<file path="config.mk">
export PLATFORM = sky130hd
export DESIGN_NAME = serial_add_ctrl
export DESIGN_NICKNAME = d
export VERILOG_FILES = /design/src/rtl/serial_add_ctrl.sv
export SDC_FILE = /design/constraint.sdc
export NUM_CORES = 1
export LEC_CHECK = 0
export CAP_MARGIN = 5
export CORE_MARGIN = 4
export CORE_UTILIZATION = 45
export DETAILED_ROUTE_END_ITERATION = 10
export DONT_BUFFER_PORTS = 1
export HOLD_SLACK_MARGIN = 0.05
export PLACE_DENSITY = 0.67
export SYNTH_ARGS = -nofsm -noshare
export SYNTH_HDL_FRONTEND = slang
export SYNTH_SLANG_ARGS = --single-unit
export TNS_END_PERCENT = 1
</file>
<file path="constraint.sdc">
create_clock -name clk -period 1.62 [get_ports clk]
set_clock_uncertainty 0.1 [all_clocks]
set_input_delay 0.162 -clock clk [delete_from_list [all_inputs] [get_ports clk]]
set_output_delay 0.162 -clock clk [all_outputs]
set_load 0.02 [all_outputs]
</file>
<file path="src/rtl/serial_add_ctrl.sv">
// Bit-serial adder: one full_adder cell is reused for WIDTH cycles, LSB first,
// behind a start/busy/done handshake. Results hold until the next completion.

module full_adder (
  input  logic a,
  input  logic b,
  input  logic cin,
  output logic sum,
  output logic cout
);

  assign sum  = a ^ b ^ cin;
  assign cout = (a & b) | (cin & (a ^ b));

endmodule

module serial_add_ctrl #(
  parameter int WIDTH = 8
) (
  input  logic             clk,
  input  logic             rst,
  input  logic             start,
  input  logic [WIDTH-1:0] a,
  input  logic [WIDTH-1:0] b,
  input  logic             cin,
  output logic             busy,
  output logic             done,
  output logic [WIDTH-1:0] sum,
  output logic             cout
);

  localparam int CNT_W = $clog2(WIDTH + 1);

  typedef enum logic [1:0] {
    IDLE = 2'd0,
    RUN  = 2'd1,
    DONE = 2'd2
  } state_t;

  state_t             r_state;
  state_t             w_next;
  logic [WIDTH-1:0]   r_a;
  logic [WIDTH-1:0]   r_b;
  logic               r_carry;
  logic [CNT_W-1:0]   r_cnt;
  logic [WIDTH-1:0]   r_part;
  logic [WIDTH-1:0]   r_sum;
  logic               r_cout;
  logic               w_fa_sum;
  logic               w_fa_cout;
  logic               w_last;
  logic [WIDTH-1:0]   w_part_next;

  full_adder u_fa (
    .a    (r_a[0]),
    .b    (r_b[0]),
    .cin  (r_carry),
    .sum  (w_fa_sum),
    .cout (w_fa_cout)
  );

  assign w_last      = (r_cnt == CNT_W'(WIDTH - 1));
  assign w_part_next = {w_fa_sum, r_part[WIDTH-1:1]};

  always_ff @(posedge clk or posedge rst) begin
    if (rst) r_state <= IDLE;
    else     r_state <= w_next;
  end

  always_comb begin
    w_next = r_state;
    case (r_state)
      IDLE:    if (start) w_next = RUN;
      RUN:     if (w_last) w_next = DONE;
      DONE:    w_next = IDLE;
      default: w_next = IDLE;
    endcase
  end

  // The result registers load only on the final RUN edge so they stay stable mid-operation.
  always_ff @(posedge clk or posedge rst) begin
    if (rst) begin
      r_a     <= '0;
      r_b     <= '0;
      r_carry <= 1'b0;
      r_cnt   <= '0;
      r_part  <= '0;
      r_sum   <= '0;
      r_cout  <= 1'b0;
    end else if (r_state == IDLE) begin
      if (start) begin
        r_a     <= a;
        r_b     <= b;
        r_carry <= cin;
        r_cnt   <= '0;
      end
    end else if (r_state == RUN) begin
      r_part  <= w_part_next;
      r_carry <= w_fa_cout;
      r_a     <= r_a >> 1;
      r_b     <= r_b >> 1;
      r_cnt   <= r_cnt + CNT_W'(1);
      if (w_last) begin
        r_sum  <= w_part_next;
        r_cout <= w_fa_cout;
      end
    end
  end

  assign busy = (r_state == RUN);
  assign done = (r_state == DONE);
  assign sum  = r_sum;
  assign cout = r_cout;

endmodule

</file>
==> flow_summary.json, run 1 <==
{
  "drv_slew": 0,
  "ys_top_cells_by_area": "dfrtp_1 (55%), nor2b_1 (6.4%), a22oi_1 (6.0%)",
  "dieWidth_um": 70.5,
  "hold_viol_final": 0,
  "r2r_start": "r_cnt[0]",
  "ff2ff_path_depth": 5,
  "reg2reg_to": "sum[4]",
  "area_growth_pct": 22.8,
  "ys_seq_area_share_pct": 55.4,
  "relSlewSlack_pct": 64.1,
  "drt_iter0_markers": 118,
  "period_needed_ns": 1.57,
  "dr_total_vias": 1319,
  "hold_path_end": "r_a[3]",
  "pwr-share-clk_pct": 17.9,
  "drive_gt1_share_pct": 15.8,
  "syn-cell-area_um2": 1760,
  "max_cap_viol_count": 0,
  "avgSynthCellArea_um2": 10.4,
  "grt_overflow_total": 0,
  "sw_frac_of_total_pct": 38.3,
  "synth_mux_area_share_pct": 6.33,
  "endpoint_kind": "register",
  "die_h_um": 70.5,
  "cts_buffers": 5,
  "ys_ff_latch": 39,
  "grt_use_total_pct": 16.4,
  "clk_latency_ns": 0.29,
  "clock_sinks": 39,
  "grt_max_degree": 40,
  "utilization_pct": 58.2,
  "critPathLaunchType": "register",
  "critPathKind": "register to register",
  "combPwrFrac_pct": 35.7,
  "synth_compound_area_share_pct": 18.1,
  "grt_pass1_vias": 1371,
  "path_max_fanout": 10,
  "synth_fp_nets": 191,
  "ctsLongestPathBuffers": 2,
  "fillers": 327,
  "num_rows": 22,
  "finalCritPeriodShare_pct": 96.9,
  "power.density_nw_per_um2": 1820,
  "postLayoutCellArea_um2": 2160,
  "wl_per_cell_um": 15.7,
  "yosys_warnings": 0,
  "p_leak_nw": 0.964,
  "ys_async_sr_fraction_pct": 100,
  "n_antenna_cell": 0,
  "antenna_found_initial": 0,
  "drt_wl_total_um": 3830,
  "gp_congestion": 0.772,
  "post_synth_num_cell_types": 25,
  "hold_path.class": "input pin to register",
  "synthCells": 169,
  "final_nets": 217,
  "synth_top_family_by_area": "compound AO/OA/AOI/OAI gates",
  "root_buffer": "clkbuf_8",
  "tns_ns": 0,
  "drtAntennaViolNets": 0,
  "whs_ns": 0.0632,
  "initial_core_util_pct": 47.4,
  "critPathRequiredTime_ns": 1.69,
  "synthXorXnorAreaFrac_pct": 0,
  "cts_tree": "yes",
  "p_int_mw": 2.43,
  "first_pass_iters": 4,
  "routed_via_density": 5.41,
  "grt_pass1_wl_um": 6380,
  "drcViolationCount": 0,
  "tightest_slew_ns": 0.536,
  "core_um2": 3720,
  "worstHoldStart": "start",
  "yosysMostFrequentCell": "dfrtp_1",
  "synth_common_cells": "dfrtp_1 (39), nand2_1 (27), a21oi_1 (18), nor2b_1 (18), o21ai_0 (17)",
  "hold_depth": 3,
  "switchingPower_mw": 1.51,
  "max_freq_mhz": 637,
  "post_dp_cell_area_um2": 1860,
  "yosys.area.top_type": "dfrtp_1",
  "io_buffer_count": 0,
  "htree_num_levels": 2,
  "synth_flop_cell": "dfrtp_1",
  "outcome": "completed",
  "cp.arrival_ns": 1.64,
  "ir_drop_v": 0.00103,
  "seq_power_share_pct": 46.3,
  "clk_pin_slew_ns": 0.07,
  "hpwl_um": 2420,
  "reg2reg_slack_ns": 0.05,
  "dieArea_um2": 4980,
  "synth_top_area_share_pct": 55.4,
  "setup_viol": 0,
  "power_mw": 3.94,
  "synth_edf_count": 0,
  "io_pins": 31,
  "synthAdderAreaFrac_pct": 1.85,
  "synthSimpleGateAreaFrac_pct": 15.2
}
power groups by stage:
stage	Clock, mW	Sequential (mW)	Combinational [mW]
after CTS	0.730	1.82	1.37
after global placement	0	1.81	1.26
after detailed placement	0	1.83	1.33
final	0.706	1.82	1.41
after floorplan	0	1.74	0.990
after global routing	0.780	1.88	1.59
cell type report:
cell class / instances / area (µm²) / share of cell area (%)
multi-input combinational: 118 / 736 / 34.0
sequential: 39 / 976 / 45.1
inverter: 2 / 7.51 / 0.347
clock buffer: 8 / 100 / 4.63
tap: 48 / 60.1 / 2.78
timing repair buffer: 29 / 283 / 13.1
registers in the layout (all words and copies together) (netlist names):
signal / count
r_carry: 1
cout: 1
r_part: 7
sum: 8
r_a: 8
r_cnt: 4
r_b: 8
r_state: 2
through the flow:
stage               instances  setup slack [ns]
floorplan                 169            0.0878
global placement          217             0.114
detailed placement        217            0.0409
CTS                       243           0.00546
global route              244          -0.00453
finish                    244            0.0497
metal layers:
layer | up-vias | global-route usage [%] | share of wire [%]
met3 | 5 | 6.39 | 6.6
met5 | - | 0 | 0
met4 | 0 | 7.31 | 1.4
li1 | 638 | - | -
met2 | 34 | 26.5 | 49
met1 | 642 | 19.4 | 43
cells by family (layout without fill, tap and decap cells):
group           count (synthesis)  in the layout
buf+inv                        12             39
flops                          39             39
simple gates                   52             52
fa+ha+maj                       2              2
mux                            10             10
compound gates                 54             54
critical path: stages (launching register included):
cell and delay (ns):
dfrtp_1 0.41, ha_2 0.23, nand2_2 0.08, nor3_4 0.15
buf_12 0.15, mux2_2 0.33
cells in the final DEF (no fill, tap or decap), drive strengths merged:
cell type	Yosys	routed
a21oi	18	18
a22o	2	2
a22oi	14	14
and3b	1	1
buf	4	11
clkbuf	6	8
dfrtp	39	39
dlygate4sd3	0	18
fa	1	1
ha	1	1
inv	2	2
mux2	9	9
mux2i	1	1
nand2	27	27
nand2b	2	2
nand3	2	2
nor2	1	1
nor2b	18	18
nor3	1	1
o21ai	18	18
o21bai	1	1
o311ai	1	1
worst max path at each step:
stage	from	slack, ns	end	cells past startpoint
floorplan	r_cnt[0]	0.09	cout	4
global placement	r_cnt[0]	0.11	sum[4]	5
detailed placement	r_cnt[0]	0.04	sum[4]	5
CTS	r_state[1]	0.005	busy	4
global route	r_cnt[0]	-0.005	sum[7]	5
finish	r_cnt[0]	0.05	sum[4]	5
what timing repair did:
item | 4_1_cts | 5_1_grt
hold buffers | 18 | 0
setup endpoints to repair | 0 | 10
resized for setup | 0 | 4
endpoints found under the hold margin | 55 | 0
setup buffers | 0 | 1
Power figures use the tool's default switching activity.
==> inputs of run 2 (changes only) <==
RECOVER_POWER = 100   (was default)
==> run 2 against run 1 <==
Net effect:
- wire length is essentially flat
- utilization shrank 0.067 points
- combinational power is essentially flat
- critical path type unchanged
- critical endpoint unchanged
- highest routed layer unchanged
==> flow_summary.json, run 2 (same netlist as run 1, synthesis figures left out) <==
{
  "cp-endpoint": "sum[4]",
  "grt_use_total_pct": 16.4,
  "dr_total_vias": 1322,
  "combPwrFrac_pct": 35.7,
  "final_common_cell": "dfrtp_1",
  "ir_drop_v": 0.00103,
  "utilization_pct": 58.1,
  "crit_path_top_delay_cell": "dfrtp_1",
  "postLayoutCellArea_um2": 2160,
  "power_mw": 3.94,
  "outcome": "completed",
  "hpwl_um": 2420,
  "drt_wl_total_um": 3830,
  "sw_frac_of_total_pct": 38.3,
  "io_pins": 31,
  "final_nets": 217,
  "max_cap_viol_count": 0,
  "endpoint_kind": "register",
  "setup_slack_ns": 0.0497,
  "max_freq_mhz": 637,
  "grt_overflow_total": 0,
  "critPathLaunchType": "register",
  "initial_core_util_pct": 47.4,
  "htree_num_levels": 2,
  "crit_path_max_incr_delay_ns": 0.41,
  "drv_slew": 0,
  "relSlewSlack_pct": 37.7,
  "num_rows": 22,
  "pwr-share-clk_pct": 17.9,
  "io_buffer_count": 0,
  "clk_latency_ns": 0.29,
  "tns_ns": 0,
  "cp.arrival_ns": 1.64,
  "hold_viol_final": 0,
  "crit_start": "r_cnt[0]",
  "reg2reg_slack_ns": 0.05,
  "path_max_fanout": 10,
  "routed_via_density": 5.42,
  "switchingPower_mw": 1.51,
  "clock_sinks": 39,
  "area_growth_pct": 22.7,
  "grt_pass1_vias": 1371,
  "ff2ff_path_depth": 5,
  "period_needed_ns": 1.57,
  "grt_pass1_wl_um": 6380,
  "post_dp_cell_area_um2": 1860,
  "critPathRequiredTime_ns": 1.69,
  "ctsLongestPathBuffers": 2,
  "finalCritPeriodShare_pct": 96.9,
  "grt_max_degree": 40,
  "hold_path.class": "input pin to register",
  "drcViolationCount": 0,
  "cts_tree": "yes",
  "core_um2": 3720,
  "first_pass_iters": 4,
  "drtAntennaViolNets": 0,
  "seq_power_share_pct": 46.4,
  "dieWidth_um": 70.5,
  "die_h_um": 70.5,
  "reg2reg_to": "sum[4]",
  "drt_iter0_markers": 99,
  "dieArea_um2": 4980,
  "critPathKind": "register to register",
  "p_leak_nw": 0.963,
  "drive_gt1_share_pct": 15.8,
  "cts_buffers": 5,
  "r2r_start": "r_cnt[0]",
  "tightest_slew_ns": 0.934,
  "power.density_nw_per_um2": 1820,
  "root_buffer": "clkbuf_8",
  "antenna_found_initial": 0,
  "n_antenna_cell": 0,
  "clk_pin_slew_ns": 0.07,
  "worstHoldStart": "start",
  "post-place-cells": 217,
  "setup_viol": 0,
  "final_cell_mix": "dfrtp_1 (39), nand2_1 (26), a21oi_1 (18), nor2b_1 (18), dlygate4sd3_1 (18)",
  "post-place-ws_ns": 0.0409,
  "p_int_mw": 2.43,
  "instances_no_fill": 244,
  "gp_congestion": 0.772,
  "whs_ns": 0.0629,
  "worstPathCellList": "ha_2 -> nand2_2 -> nor3_4 -> buf_12 -> mux2_2",
  "wl_per_cell_um": 15.7
}
==> run 2: cell types whose count changed in the layout (fill, tap and decap cells not counted) <==
cell      change
buf_4         -1
clkbuf_2      +1
==> run 2: critical path, delay by kind of cell, from the launching register on <==
kind,cells,cell delay (ns)
buffers and inverters,1,0.15
adders and majority gates,1,0.23
DFF,1,0.41
and+or+nand+nor,2,0.23
muxes,1,0.33
==> run 2: power by group through the flow <==
stage / Sequential [mW] / Combinational [mW] / Clock (mW)
6_report: 1.82 / 1.41 / 0.705
5_1_grt: 1.88 / 1.59 / 0.780
4_1_cts: 1.82 / 1.37 / 0.730
3_5_place_dp: 1.83 / 1.33 / 0
3_3_place_gp: 1.81 / 1.26 / 0
2_1_floorplan: 1.74 / 0.990 / 0
==> run 2: worst min path at each step <==
stage | endpoint | slack [ns] | depth (start not counted)
global placement | sum[1] | 0.09 | 2
global route | r_a[3] | 0.08 | 3
finish | r_a[3] | 0.06 | 3
CTS | r_a[3] | 0.06 | 3
detailed placement | sum[2] | 0.1 | 2
floorplan | r_a[2] | 0.24 | 2
==> run 2: final cells by class <==
class,instances,area [µm²]
sequential,39,976
fill,327,1560
timing repair buffer,29,280
multi-input combinational,118,736
clock buffer,8,100
tap,48,60.1
inverter,2,7.51
==> run 2: timing repair <==
action                                 CTS  global route
setup endpoints to repair                0            10
resized for setup                        0             4
setup buffers                            0             1
hold buffers                            18             0
endpoints found under the hold margin   55             0
==> run 2: per-layer routing <==
metal	GRT usage [%]	wire length, µm
met5	0	0
met4	7.31	55
met3	6.39	253
met2	26.5	1890
met1	19.4	1630
